<file path="config.mk">
export PLATFORM = sky130hd
export DESIGN_NAME = fft_peak_finder
export DESIGN_NICKNAME = d
export VERILOG_FILES = /design/src/rtl/fft_peak_finder.sv
export SDC_FILE = /design/constraint.sdc
export NUM_CORES = 1
export LEC_CHECK = 0
export CORE_UTILIZATION = 55
export DETAILED_ROUTE_END_ITERATION = 8
export GPL_ROUTABILITY_DRIVEN = 0
export PLACE_DENSITY = 0.73
export SYNTH_ARGS = -nofsm -noshare
export SYNTH_HDL_FRONTEND = slang
export SYNTH_SLANG_ARGS = --single-unit
export TNS_END_PERCENT = 10
</file>
<file path="constraint.sdc">
create_clock -name clk -period 9.22 [get_ports clk]
set_input_delay 1.844 -clock clk [delete_from_list [all_inputs] [get_ports clk]]
set_output_delay 1.844 -clock clk [all_outputs]
set_load 0.05 [all_outputs]
</file>
<file path="src/rtl/fft_peak_finder.sv">
// Scans one FFT result RAM over [FIRST_BIN, LAST_BIN] and reports the bin with the largest re^2 + im^2.
// Optional PEAK_THRESH_EN adds a thresh input; only bins with magnitude above it can become the peak.
module fft_peak_finder #(
    parameter int DATA_W    = 14,
    parameter int ADDR_W    = 10,
    parameter int FIRST_BIN = 1,
    parameter int LAST_BIN  = 511,
    parameter int RD_LAT    = 1
) (
    input  logic                clk,
    input  logic                reset,
    input  logic                start,
    input  logic [2*DATA_W-1:0] fft_q,
`ifdef PEAK_THRESH_EN
    input  logic [2*DATA_W-1:0] thresh,
`endif
    output logic [ADDR_W-1:0]   rd_addr,
    output logic                busy,
    output logic                done,
    output logic                peak_valid,
    output logic [ADDR_W-1:0]   peak_bin,
    output logic [2*DATA_W-1:0] peak_mag,
    output logic [1:0]          state_dbg
);
    // Handshake: start is a single-cycle request, accepted only in IDLE and dropped otherwise;
    // done is a single-cycle result strobe with no backpressure, and peak_* hold until the next done.

    localparam int MAG_W = 2*DATA_W;
    localparam int SQ_W  = MAG_W - 1;
    localparam logic [ADDR_W-1:0] FIRST_A    = ADDR_W'(FIRST_BIN);
    localparam logic [ADDR_W-1:0] LAST_A     = ADDR_W'(LAST_BIN);
    localparam logic [2:0]        DRAIN_LAST = 3'(RD_LAT + 2);

    typedef enum logic [1:0] {IDLE, SCAN, DRAIN, DONE} state_t;
    state_t state, state_nxt;

    logic [2:0] drain_cnt;
    logic       accept;
    logic       finish;

    assign accept    = (state == IDLE) && start;
    assign finish    = (state == DRAIN) && (drain_cnt == DRAIN_LAST);
    assign busy      = (state == SCAN) || (state == DRAIN);
    assign done      = (state == DONE);
    assign state_dbg = state;

    always_comb begin
        state_nxt = state;
        unique case (state)
            IDLE:    if (start) state_nxt = SCAN;
            SCAN:    if (rd_addr == LAST_A) state_nxt = DRAIN;
            DRAIN:   if (drain_cnt == DRAIN_LAST) state_nxt = DONE;
            DONE:    state_nxt = IDLE;
            default: state_nxt = IDLE;
        endcase
    end

    always_ff @(posedge clk) begin
        if (reset) begin
            state     <= IDLE;
            rd_addr   <= '0;
            drain_cnt <= '0;
        end else begin
            state <= state_nxt;
            if (accept)
                rd_addr <= FIRST_A;
            else if (state == SCAN && rd_addr != LAST_A)
                rd_addr <= rd_addr + ADDR_W'(1);
            drain_cnt <= (state == DRAIN) ? drain_cnt + 3'd1 : 3'd0;
        end
    end

    // Bin tag travels alongside the RAM read so each returned word knows its index.
    logic [ADDR_W-1:0] tag_bin [RD_LAT];
    logic [RD_LAT-1:0] tag_vld;

    always_ff @(posedge clk) begin
        if (reset) begin
            tag_vld <= '0;
            for (int i = 0; i < RD_LAT; i++) tag_bin[i] <= '0;
        end else begin
            tag_vld[0] <= (state == SCAN);
            tag_bin[0] <= rd_addr;
            for (int i = 1; i < RD_LAT; i++) begin
                tag_vld[i] <= tag_vld[i-1];
                tag_bin[i] <= tag_bin[i-1];
            end
        end
    end

    // Stage A: squares are non-negative and at most 2**(2*DATA_W-2), so SQ_W bits suffice.
    logic signed [MAG_W-1:0] re_x, im_x;
    logic [SQ_W-1:0]         re_sq, im_sq;
    logic                    a_vld;
    logic [ADDR_W-1:0]       a_bin;

    assign re_x = {{DATA_W{fft_q[MAG_W-1]}},  fft_q[MAG_W-1:DATA_W]};
    assign im_x = {{DATA_W{fft_q[DATA_W-1]}}, fft_q[DATA_W-1:0]};

    always_ff @(posedge clk) begin
        if (reset) begin
            a_vld <= 1'b0;
            a_bin <= '0;
            re_sq <= '0;
            im_sq <= '0;
        end else begin
            a_vld <= tag_vld[RD_LAT-1];
            a_bin <= tag_bin[RD_LAT-1];
            re_sq <= SQ_W'(re_x * re_x);
            im_sq <= SQ_W'(im_x * im_x);
        end
    end

    // Stage B: sum and strict-greater compare, so ties keep the earliest bin.
    logic [MAG_W-1:0]  mag_sum;
    logic              qualify;
    logic              take;
    logic              max_vld;
    logic [ADDR_W-1:0] max_bin;
    logic [MAG_W-1:0]  max_mag;

    assign mag_sum = {1'b0, re_sq} + {1'b0, im_sq};

`ifdef PEAK_THRESH_EN
    logic [MAG_W-1:0] thresh_q;
    always_ff @(posedge clk) begin
        if (reset)       thresh_q <= '0;
        else if (accept) thresh_q <= thresh;
    end
    assign qualify = (mag_sum > thresh_q);
`else
    assign qualify = 1'b1;
`endif

    assign take = a_vld && qualify && (!max_vld || mag_sum > max_mag);

    always_ff @(posedge clk) begin
        if (reset || accept) begin
            max_vld <= 1'b0;
            max_bin <= '0;
            max_mag <= '0;
        end else if (take) begin
            max_vld <= 1'b1;
            max_bin <= a_bin;
            max_mag <= mag_sum;
        end
    end

    always_ff @(posedge clk) begin
        if (reset) begin
            peak_valid <= 1'b0;
            peak_bin   <= '0;
            peak_mag   <= '0;
        end else if (finish) begin
            peak_valid <= max_vld;
            peak_bin   <= max_bin;
            peak_mag   <= max_mag;
        end
    end

endmodule

</file>
After elaboration in Yosys (flattened, before gate mapping) --
Memories as Yosys holds them, arrays and structs flattened. A register that Yosys moved wholly into a read port is not among the register bits. Index checks and enable logic that the tools add are counted.
Word-level totals: input bits 31, memories kept 1, bits in registers 149, RAM bits 10
Memories:
- tag_bin | words 1, width 10, rd ports 1, clocked after memory_dff 1, write ports 1, line 74 | logic [ADDR_W-1:0] tag_bin [RD_LAT];
Cells by class: reduce and logical (&&, ||, !) cells 14, add/sub/neg operators 3, magnitude comparators 1, bitwise gates (word level) 1, muxes and demuxes 11, equal/unequal tests 9, multiply operators 2
Operators with widths (count):
- $mul 14x14->27 | 2
- $add 27x27->28 | 1
- $gt 28x28->1 | 1
- $add 10x1->10 const B | 1
- $eq 10x9->1 const B | 1
- $mux 10 | 1
- $ne 10x9->1 const B | 1
- $reduce_or 10->1 | 1
- $pmux 2 s4 | 1
- $mux 1 | 6
- $mux 2 | 3
- $ne 2x2->1 const B | 3
- $eq 2x2->1 const B | 2
- $logic_and 1x1->1 | 4
- $reduce_or 2->1 | 2
- $add 3x1->3 const B | 1
- $eq 3x2->1 const B | 1
- $logic_or 1x1->1 | 3
- $reduce_and 3->1 | 1
- $eq 2x1->1 const B | 1
- $logic_not 2->1 | 1
- $reduce_bool 2->1 | 1
- $logic_not 1->1 | 1
- $not 1->1 | 1

Logic depth before layout (Yosys ltp) --
Gate-level depths: netlist of run 1.
word-level depth 4, mapped depth 25, gate-level depth less buffers 23

Worst setup path after synthesis of run 1 --
No wires, ideal clock.
path kind input to register, start input fft_q[16], end register re_sq[25], buffers on the path 2, library setup time 0.121 ns, stages 20, data required time 9.099 ns, slack 1.469 ns, arrival time 7.630 ns, cells stage by stage clkbuf_1 -> clkbuf_1 -> nand2_1 -> fa_1 -> inv_1 -> fa_1 -> fa_1 -> inv_1 -> fa_1 -> fa_1 -> inv_1 -> fa_1 -> ha_1 -> a21o_1 -> a21oi_1 -> a21boi_0 -> a2111oi_0 -> nor3_1 -> a31oi_1 -> mux2_2
Between the ends: word-level cells in the longest chain between the ends 1
Ends and longest elaborated chain:
- start, declared | line 13 | input logic [2*DATA_W-1:0] fft_q,
- $mul 14x14->27 | line 109 | re_sq <= SQ_W'(re_x * re_x);
- end signal, assigned | line 109
- end, declared | line 93 | logic [SQ_W-1:0] re_sq, im_sq;
No other way between the ends. A chain may end at the register's enable or synchronous reset.

Final worst setup path of run 1 --
Same ends and word-level chain as after synthesis.

==> flow_summary.rst, run 1 <==
.. list-table::
   :header-rows: 1

   * - Metric
     - Value
   * - Run status
     - finished with violations
   * - Failing checks
     - design-rule violations
   * - Maximum frequency from static timing analysis
     - 0.124 GHz
   * - Area grow syn2layout
     - 9.20%
   * - Simple-gate area share of the yosys netlist
     - 14.0%
   * - Aggregate global routing overflow
     - 0
   * - Most common library cell in the layout ignoring fill and taps
     - inv_1
   * - Arrival time of data at the critical path endpoint
     - 8.39 ns
   * - Max incr delay on CP
     - 0.83 ns
   * - Antenna Nets Post-Route
     - 0
   * - Vias per std cell
     - 5.20
   * - Hold buffer count at cts
     - 0
   * - Diode count
     - 0
   * - Max transition margin
     - 27.1%
   * - Clk slew on worst S/H paths
     - 0.08 ns
   * - Half-perimeter wire length after placement
     - 33200 µm
   * - Register bit total from synthesis
     - 167
   * - Dominant combinational cell family by area after synthesis
     - adder cells
   * - H-tree depth
     - 4
   * - Non-filler cells, final
     - 2744
   * - Commonest non-fill, non-tap cells in the layout
     - inv_1 (515), fa_1 (341), nand2_1 (216)
   * - Full die area
     - 37400 µm²
   * - Initial core utilization
     - 56.2%
   * - Number of synthesis warnings
     - 0
   * - Number of nets in the synthesized netlist
     - 2774
   * - Site Rows
     - 69
   * - Worst skew pair latency
     - 0.43 ns
   * - Wirelength per Cell
     - 14.4 µm
   * - CTS root buf
     - clkbuf_16
   * - RSZ-0062 raised after global routing
     - no
   * - Top cells by area, synth
     - fa_1 (34%), dfxtp_1 (17%), ha_1 (12%)
   * - Core Box Area
     - 35800 µm²
   * - Setup fix buffers added after clock tree synthesis
     - 0
   * - Post-synthesis compound-gate area fraction
     - 7.09%
   * - Yosys top cell area share
     - 33.9%
   * - Nets
     - 2828
   * - Drc violations
     - 13
   * - Total iterations of the first detailed-routing run
     - 7
   * - Count of flip-flops with a built-in enable after synthesis
     - 0
   * - Clock buffer count from CTS
     - 17
   * - Initial antenna violation count
     - 0
   * - Classification of the worst-slack hold path
     - reg -> reg
   * - Max-capacitance violation count
     - 0
   * - Crit start category
     - primary input
   * - Number of placed cells counting well taps
     - 2712
   * - Seq/Total Area, Yosys
     - 16.6%
   * - Cell type with the highest aggregate area in the netlist
     - fa_1
   * - Deepest clock path buffer count
     - 2
   * - Number of failing hold endpoints at the final stage
     - 0
   * - Quantity of gates resized following cts
     - 0
   * - Total Wirelength
     - 39600 µm
   * - Minimum period implied by the final worst setup slack
     - 8.08 ns
   * - Sum Neg Setup Slack
     - 0 ns
   * - Bufs and invs on worst path
     - 4
   * - Clock Skews
     - 0.0139 ns
   * - Number of top-level design ports
     - 84
   * - Fraction of the cycle the final worst path needs
     - 87.6%
   * - Synth Area per Inst
     - 9.09 µm²
   * - Die height
     - 193 µm
   * - I/O Buffers
     - 83
   * - Tightest Pin Transition
     - 1.09 ns
   * - Largest net degree at the start of global routing
     - 76
   * - Maximum fanout count along the critical path
     - 10
   * - Synthesized instance count
     - 2216
   * - Post-Synthesis Cell Area
     - 20100 µm²
   * - All-layer global routing usage
     - 22.5%
   * - Clock tree from TritonCTS
     - built
   * - First-pass GRT wire length
     - 69200 µm
   * - Standard cell with the maximum stage delay on the critical path
     - clkdlybuf4s50_1
   * - Critical path capture point type
     - flip-flop
   * - Final Setup Violations
     - 0
   * - Critical path required time
     - 9.53 ns
   * - Ratio of cells with drive above 1 in the final layout
     - 3.64%
   * - Die outline width
     - 193 µm
   * - Cell type with the highest occurrence count on the critical path
     - fa_1
   * - Synth cell types
     - 70
   * - Multiplexer share of the synthesized area
     - 1.93%
   * - FFs w/ async S/R, synth
     - 0%
   * - Detailed-route via count
     - 14282
   * - Adder and majority gate portion of the synthesized area
     - 45.4%
   * - Core Util, Final
     - 61.4%
   * - WS Path Type
     - in -> reg
   * - Initial drt markers
     - 777
   * - Max-slew violation count
     - 0
   * - Fraction of synthesized cell area in xor and xnor cells
     - 3.91%
   * - Sinks on the clock net
     - 167
   * - Prevailing post-synth register cell
     - dfxtp_1
   * - Number of global-route vias before repair
     - 15027
   * - CP Cell Sequence
     - clkdlybuf4s50_1, nand2_1, fa_1, inv_1, fa_1, fa_1, inv_1, fa_1, fa_1, inv_1, fa_1, ha_1, a21o_1, a21oi_1, a21boi_0, a2111oi_0, nor3_1, a31oi_1, mux2_2
   * - CP top delay family
     - adder cells
## flip-flops by register name (all words and copies together) (netlist names), 2 cells and up
| name | cells |
|---|---|
| peak_bin | 10 |
| a_bin | 10 |
| re_sq | 26 |
| max_mag | 28 |
| drain_cnt | 3 |
| rd_addr | 10 |
| max_bin | 10 |
| state_dbg | 2 |
| tag_bin | 10 |
| peak_mag | 28 |
| im_sq | 26 |
## final timing paths
kind / slack [ns] / endpoint / from / depth (start not counted)
setup / recovery: 1.14 / re_sq[25] / fft_q[16] / 19
hold / removal: 0.43 / a_bin[4] / tag_bin[0][4] / 1
setup reg to reg: 3.94 / max_mag[12] / re_sq[3] / 17
hold reg to reg: 0.43 / a_bin[4] / tag_bin[0][4] / 1
## metal layers
| layer | track usage (%) | wire, µm | part of all wire (%) |
|---|---|---|---|
| met5 | 0 | 0 | 0 |
| met3 | 2.13 | 1570 | 4.0 |
| met4 | 4.65 | 457 | 1.2 |
| met2 | 40.7 | 20400 | 52 |
| met1 | 29.3 | 17200 | 43 |
## kinds of logic (layout without fill, tap and decap cells)
| group | Yosys count | in the layout |
|---|---|---|
| AND/OR/NAND/NOR | 588 | 588 |
| AO/OA/AOI/OAI | 223 | 223 |
| buffers and inverters | 583 | 650 |
| XOR/XNOR | 90 | 90 |
| multiplexers | 38 | 38 |
| flip-flops | 167 | 167 |
| adder cells (fa/ha/maj) | 527 | 527 |
## cell usage after synthesis, drive strengths merged, types with 8 or more instances
master,instances
fa,341
nor2b,55
nand2b,9
nor2,138
nand3,18
ha,186
and2,73
nand4,15
a31oi,8
or3,10
xor2,33
nand2,216
a21o,39
nor3,14
mux2i,31
inv,515
o21ai,27
a21oi,98
clkbuf,62
xnor2,57
and3,11
dfxtp,167
## layout make-up
class                      count  area (µm²)
multi-input combinational   1466       14600
clock buffer                  18         429
inverter                     515        1930
clock inverter                14         156
sequential                   167        3340
timing repair buffer         103         978
tap                          461         577
fill                        3054       13800
## metrics by stage
stage / area, µm² / worst slack (ns) / hold slack [ns]
global placement: 21400 / 0.853 / 0.409
finish: 22000 / 1.14 / 0.435
floorplan: 20100 / 1.47 / 0.399
detailed placement: 21400 / 0.758 / 0.423
global route: 22000 / 0.777 / 0.449
CTS: 22000 / 1.17 / 0.437
Power of run 1 is left out: the tool's default activity adds up to more than one toggle a clock period on the data nets, which glitch-free logic cannot reach.
==> run 2: changes to the inputs <==
--- a/config.mk
+++ b/config.mk
@@ -5,6 +5,8 @@
 export SDC_FILE = /design/constraint.sdc
 export NUM_CORES = 1
 export LEC_CHECK = 0
+export ABC_AREA = 0
+export CORE_MARGIN = 2
 export CORE_UTILIZATION = 55
 export DETAILED_ROUTE_END_ITERATION = 8
 export GPL_ROUTABILITY_DRIVEN = 0
==> flow_summary.rst, run 2 (synthesis results as in run 1) <==
.. list-table::
   :header-rows: 1

   * - Metric
     - Value
   * - Arrival time of data at the critical path endpoint
     - 8.43 ns (+0.04 ns)
   * - Number of top-level design ports
     - 84 (unchanged)
   * - Total iterations of the first detailed-routing run
     - 6 (-1)
   * - Aggregate global routing overflow
     - 0 (unchanged)
   * - Critical path required time
     - 9.53 ns (about the same)
   * - Initial drt markers
     - 653 (-16%)
   * - Top flop regs
     - max_mag x28, peak_mag x28
   * - Vias per std cell
     - 5.18 (-0.47%)
   * - Placement Setup Slack
     - 0.692 ns (-0.0664 ns)
   * - Max incr delay on CP
     - 0.84 ns (about the same)
   * - Classification of the worst-slack hold path
     - reg -> reg
   * - Standard cell with the maximum stage delay on the critical path
     - clkdlybuf4s50_1
   * - Maximum frequency from static timing analysis
     - 0.123 GHz (-0.40%)
   * - CTS root buf
     - clkbuf_16
   * - Worst skew pair latency
     - 0.43 ns (about the same)
   * - Nets
     - 2824 (-0.14%)
   * - Core Box Area
     - 36300 µm² (+1.4%)
   * - All-layer global routing usage
     - 22.2% (-0.26 points)
   * - Wirelength per Cell
     - 14.5 µm (+0.83%)
   * - Tightest Pin Transition
     - 1.19 ns (+0.0968 ns)
   * - Deepest clock path buffer count
     - 2 (unchanged)
   * - H-tree depth
     - 4 (unchanged)
   * - End of the worst register-to-register path
     - max_bin[2]
   * - Die height
     - 195 µm (+1.0%)
   * - Setup fix buffers added after clock tree synthesis
     - 0 (unchanged)
   * - Cell type with the highest occurrence count on the critical path
     - fa_1
   * - Run status
     - finished, final reports clean
   * - Die outline width
     - 195 µm (+1.0%)
   * - End point of the most critical hold path
     - drain_cnt[0]
   * - Most common library cell in the layout ignoring fill and taps
     - inv_1
   * - Initial core utilization
     - 55.4% (-0.80 points)
   * - Number of global-route vias before repair
     - 15266 (+1.6%)
   * - Clock Skews
     - 0.0176 ns (+0.00366 ns)
   * - Hold buffer count at cts
     - 0 (unchanged)
   * - Area grow syn2layout
     - 9.06%
   * - Antenna Nets Post-Route
     - 0 (unchanged)
   * - Max transition margin
     - 20.6% (-6.5 points)
   * - Sinks on the clock net
     - 167 (unchanged)
   * - Fraction of the cycle the final worst path needs
     - 88.0% (+0.36 points)
   * - Max-capacitance violation count
     - 0 (unchanged)
   * - Sum Neg Setup Slack
     - 0 ns (unchanged)
   * - Register-to-Register Setup Slack
     - 4.04 ns (+0.10 ns)
   * - Critical path capture point type
     - flip-flop
   * - Crit start category
     - primary input
   * - Commonest non-fill, non-tap cells in the layout
     - inv_1 (515), fa_1 (341), nand2_1 (216)
   * - Bufs and invs on worst path
     - 6 (+2)
   * - I/O Buffers
     - 83 (unchanged)
   * - CP Cell Sequence
     - clkdlybuf4s50_1, nand2_1, fa_1, inv_1, fa_1, fa_1, inv_1, fa_1, inv_1, fa_1, inv_1, fa_1, inv_1, ha_1, or2_2, a21oi_1, a211oi_1, nand4bb_1, a2111oi_0, nor3_1, a31oi_1, mux2_2
   * - Clock buffer count from CTS
     - 17 (unchanged)
   * - Initial antenna violation count
     - 0 (unchanged)
   * - Minimum period implied by the final worst setup slack
     - 8.11 ns (+0.0327 ns)
   * - WS Path Type
     - in -> reg
   * - Quantity of gates resized following cts
     - 0 (unchanged)
   * - RSZ-0062 raised after global routing
     - no
   * - Clk slew on worst S/H paths
     - 0.07 ns (about the same)
   * - Ratio of cells with drive above 1 in the final layout
     - 3.47% (-0.17 points)
   * - Total Wirelength
     - 40000 µm (+0.94%)
   * - Diode count
     - 0 (unchanged)
   * - Hold_sp
     - drain_cnt[0]
   * - Full die area
     - 38200 µm² (+2.1%)
   * - Number of failing hold endpoints at the final stage
     - 0 (unchanged)
   * - Site Rows
     - 70 (+1.4%)
   * - Depth of the worst register-to-register path
     - 17 (unchanged)
   * - Final Setup Violations
     - 0 (unchanged)
   * - Post-route setup slack
     - 1.11 ns (-0.0327 ns)
   * - Startpoint of the lowest-slack register-to-register path
     - re_sq[4]
   * - Largest net degree at the start of global routing
     - 74 (-2.6%)
   * - Maximum fanout count along the critical path
     - 15 (+5)
   * - Half-perimeter wire length after placement
     - 33700 µm (+1.5%)
   * - Filler cells
     - 3077 (+0.75%)
   * - Number of cells traversed by the worst hold path
     - 1 (unchanged)
   * - Detailed-route via count
     - 14231 (-0.36%)
   * - CP top delay family
     - adder cells
   * - Clock tree from TritonCTS
     - built
   * - Drc violations
     - 0 (-13)
   * - Max-slew violation count
     - 0 (unchanged)
   * - First-pass GRT wire length
     - 69500 µm (+0.40%)
[run 2: changes by cell type in the layout (fill, tap and decap cells not counted)]
cell	before	now
clkinv_4	3	4
buf_4	21	17
clkinvlp_4	1	0
inv_6	2	3
clkinv_8	3	2
[run 2: through the flow]
step           hold slack (ns)  cell area [µm²]  std cells  util [%]
2_1_floorplan            0.399            20100       2216         -
3_3_place_gp             0.408            21400       2715      58.9
3_5_place_dp             0.415            21400       2715      58.9
4_1_cts                  0.426            22000       2747      60.4
5_1_grt                  0.441            22000       2747      60.4
6_report                 0.423            22000       2747      60.4
[run 2: worst max path at each step]
| stage | depth (start not counted) | endpoint | start |
|---|---|---|---|
| 4_1_cts | 19 | re_sq[25] | fft_q[17] |
| 3_3_place_gp | 22 | re_sq[25] | fft_q[17] |
| 3_5_place_dp | 22 | re_sq[25] | fft_q[17] |
| 6_report | 22 | re_sq[25] | fft_q[17] |
| 5_1_grt | 19 | re_sq[25] | fft_q[17] |
| 2_1_floorplan | 20 | re_sq[25] | fft_q[16] |
[run 2: routing by layer]
metal	track usage, %	up-vias	share of wire, %
met3	2.11	60	3.6
li1	-	6862	-
met5	0	-	0
met2	40.5	284	52
met4	5.37	0	1.9
met1	28.6	7025	43
[run 2: worst reg2reg max path, delay by kind of cell, from the launching register on]
family | cells | cell delay (ns)
muxes | 1 | 0.24
and+or+nand+nor | 6 | 1.83
adders and majority gates | 2 | 0.51
xor gates and xnor gates | 1 | 0.39
DFF | 1 | 0.33
AOI/OAI and AO/OA | 6 | 1.40
buffers and inverters | 1 | 0.33
[run 2: final cells by class]
cell class	instances	area [µm²]	share of cell area, %
Clock buffer	18	429	1.95
Clock inverter	14	150	0.683
Inverter	515	1930	8.80
Multi-Input combinational cell	1466	14600	66.4
Sequential cell	167	3340	15.2
Tap cell	468	586	2.67
Timing Repair Buffer	99	948	4.32
Power of run 2 is left out for the same reason.
==> run 3: changes to the inputs <==
--- a/config.mk
+++ b/config.mk
@@ -6,6 +6,7 @@
 export NUM_CORES = 1
 export LEC_CHECK = 0
 export ABC_AREA = 0
+export CAP_MARGIN = 20
 export CORE_MARGIN = 2
 export CORE_UTILIZATION = 55
 export DETAILED_ROUTE_END_ITERATION = 8
==> flow_summary.rst, run 3 (synthesis results as in run 1) <==
.. list-table::
   :header-rows: 1

   * - Metric
     - Value
   * - Minimum period implied by the final worst setup slack
     - 8.08 ns (-0.0335 ns)
   * - H-tree depth
     - 4 (unchanged)
   * - Nets
     - 2825 (+0.035%)
   * - RSZ-0062 raised after global routing
     - no
   * - Max-capacitance violation count
     - 0 (unchanged)
   * - CP Cell Sequence
     - clkdlybuf4s50_1, and2_1, fa_1, inv_1, fa_1, inv_1, fa_1, fa_1, fa_1, inv_1, fa_1, inv_1, ha_1, and3_1, nand3_1, a211oi_1, nand4bb_1, a2111oi_0, nor3_1, a31oi_1, mux2_2
   * - Number of failing hold endpoints at the final stage
     - 0 (unchanged)
   * - Largest net degree at the start of global routing
     - 74 (unchanged)
   * - Clock tree from TritonCTS
     - built
   * - Critical path required time
     - 9.53 ns (about the same)
   * - Clock buffer count from CTS
     - 17 (unchanged)
   * - Met2 track demand over resource
     - 40.8% (+0.36 points)
   * - Tightest Pin Transition
     - 1.02 ns (-0.166 ns)
   * - All-layer global routing usage
     - 22.4% (+0.13 points)
   * - Detailed-route via count
     - 14306 (+0.53%)
   * - Vias per std cell
     - 5.21 (+0.49%)
   * - Clk slew on worst S/H paths
     - 0.07 ns (about the same)
   * - Quantity of gates resized following cts
     - 0 (unchanged)
   * - I/O Buffers
     - 83 (unchanged)
   * - Hold buffer count at cts
     - 0 (unchanged)
   * - CTS root buf
     - clkbuf_16
   * - Site Rows
     - 70 (unchanged)
   * - Half-perimeter wire length after placement
     - 33800 µm (+0.40%)
   * - Met3 Resource Use GR
     - 1.88% (-0.22 points)
   * - Met1 Resource Use GR
     - 29.1% (+0.55 points)
   * - Wirelength per Cell
     - 14.6 µm (+0.62%)
   * - Core Box Area
     - 36300 µm² (unchanged)
   * - Top flop regs
     - max_mag x28, peak_mag x28
   * - Fraction of the cycle the final worst path needs
     - 87.6% (-0.36 points)
   * - Commonest non-fill, non-tap cells in the layout
     - inv_1 (515), fa_1 (341), nand2_1 (216)
   * - Max transition margin
     - 31.7% (+11 points)
   * - CP top delay family
     - adder cells
   * - Arrival time of data at the critical path endpoint
     - 8.39 ns (-0.04 ns)
   * - Standard cell with the maximum stage delay on the critical path
     - clkdlybuf4s50_1
   * - Initial drt markers
     - 669 (+2.5%)
   * - Number of top-level design ports
     - 84 (unchanged)
   * - Sum Neg Setup Slack
     - 0 ns (unchanged)
   * - GR peak layer
     - met2
   * - Initial core utilization
     - 55.4% (unchanged)
   * - Max incr delay on CP
     - 0.73 ns (-0.11 ns)
   * - Aggregate global routing overflow
     - 0 (unchanged)
   * - Total Wirelength
     - 40200 µm (+0.66%)
   * - Total iterations of the first detailed-routing run
     - 5 (-1)
   * - WS Path Type
     - in -> reg
   * - Area grow syn2layout
     - 9.24%
   * - Final Setup Violations
     - 0 (unchanged)
   * - Maximum fanout count along the critical path
     - 18 (+3)
   * - Ratio of cells with drive above 1 in the final layout
     - 3.55% (+0.086 points)
   * - First-pass GRT wire length
     - 69800 µm (+0.40%)
   * - Drc violations
     - 0 (unchanged)
   * - Most common library cell in the layout ignoring fill and taps
     - inv_1
   * - Number of global-route vias before repair
     - 15135 (-0.86%)
   * - Full die area
     - 38200 µm² (unchanged)
   * - Cell type with the highest occurrence count on the critical path
     - fa_1
   * - Worst skew pair latency
     - 0.43 ns (about the same)
   * - Initial antenna violation count
     - 0 (unchanged)
   * - Crit start category
     - primary input
   * - Deepest clock path buffer count
     - 2 (unchanged)
   * - Max-slew violation count
     - 0 (unchanged)
   * - Antenna Nets Post-Route
     - 0 (unchanged)
   * - Bufs and invs on worst path
     - 5 (-1)
   * - Die outline width
     - 195 µm (unchanged)
   * - Setup fix buffers added after clock tree synthesis
     - 0 (unchanged)
   * - Diode count
     - 0 (unchanged)
   * - Run status
     - finished, final reports clean
   * - Maximum frequency from static timing analysis
     - 0.124 GHz (+0.41%)
   * - Clock Skews
     - 0.0169 ns (-0.000649 ns)
   * - Classification of the worst-slack hold path
     - reg -> reg
   * - Critical path capture point type
     - flip-flop
   * - Sinks on the clock net
     - 167 (unchanged)
   * - Die height
     - 195 µm (unchanged)
-- run 3: cell types whose count changed in the layout (fill, tap and decap cells not counted) --
cell,previous run,this run
clkbuf_8,0,1
inv_8,5,7
clkbuf_1,1,0
buf_16,0,1
clkinv_8,2,1
inv_6,3,4
clkinv_4,4,2
-- run 3: final cells by class --
cell class / instances / area (µm²)
inverter: 515 / 1930
clock inverter: 14 / 148
sequential: 167 / 3340
multi-input combinational: 1466 / 14600
tap: 468 / 586
clock buffer: 18 / 439
fill: 3106 / 14300
timing repair buffer: 100 / 976
-- run 3: stage by stage --
step | hold slack, ns | util [%] | setup slack (ns) | cells | area, µm²
2_1_floorplan | 0.399 | - | 1.47 | 2216 | 20100
3_3_place_gp | 0.408 | 58.9 | 0.838 | 2715 | 21400
3_5_place_dp | 0.412 | 58.9 | 0.712 | 2716 | 21400
4_1_cts | 0.422 | 60.5 | 1.16 | 2748 | 22000
5_1_grt | 0.436 | 60.5 | 0.728 | 2748 | 22000
6_report | 0.423 | 60.5 | 1.14 | 2748 | 22000
-- run 3: final timing paths --
check / slack [ns] / cells after the start / start / end
worst max-delay path: 1.14 / 21 / fft_q[15] / re_sq[25]
worst min-delay path: 0.42 / 1 / drain_cnt[0] / drain_cnt[0]
worst max register to register: 4.05 / 17 / re_sq[4] / max_mag[17]
worst min register to register: 0.42 / 1 / drain_cnt[0] / drain_cnt[0]
-- run 3: per-layer routing --
metal  vias up  part of all wire (%)
li1       6868                     -
met1      7113                    43
met2       279                    52
met3        46                   3.4
met4         0                   1.5
met5         -                     0
-- run 3: worst reg2reg max path, cell delays in order, from the launching register on --
cell	delay [ns]
dfxtp_1	0.33
ha_1	0.33
o21ai_0	0.12
o21ai_0	0.35
nand4_1	0.25
a21boi_0	0.47
a31oi_1	0.18
xnor2_1	0.35
ha_1	0.20
and3_1	0.18
nand4_1	0.12
or4_1	0.62
or4_4	0.59
a31oi_4	0.22
o21ai_4	0.08
buf_4	0.33
mux2i_1	0.24
nor2_1	0.06
Power of run 3 is left out for the same reason.
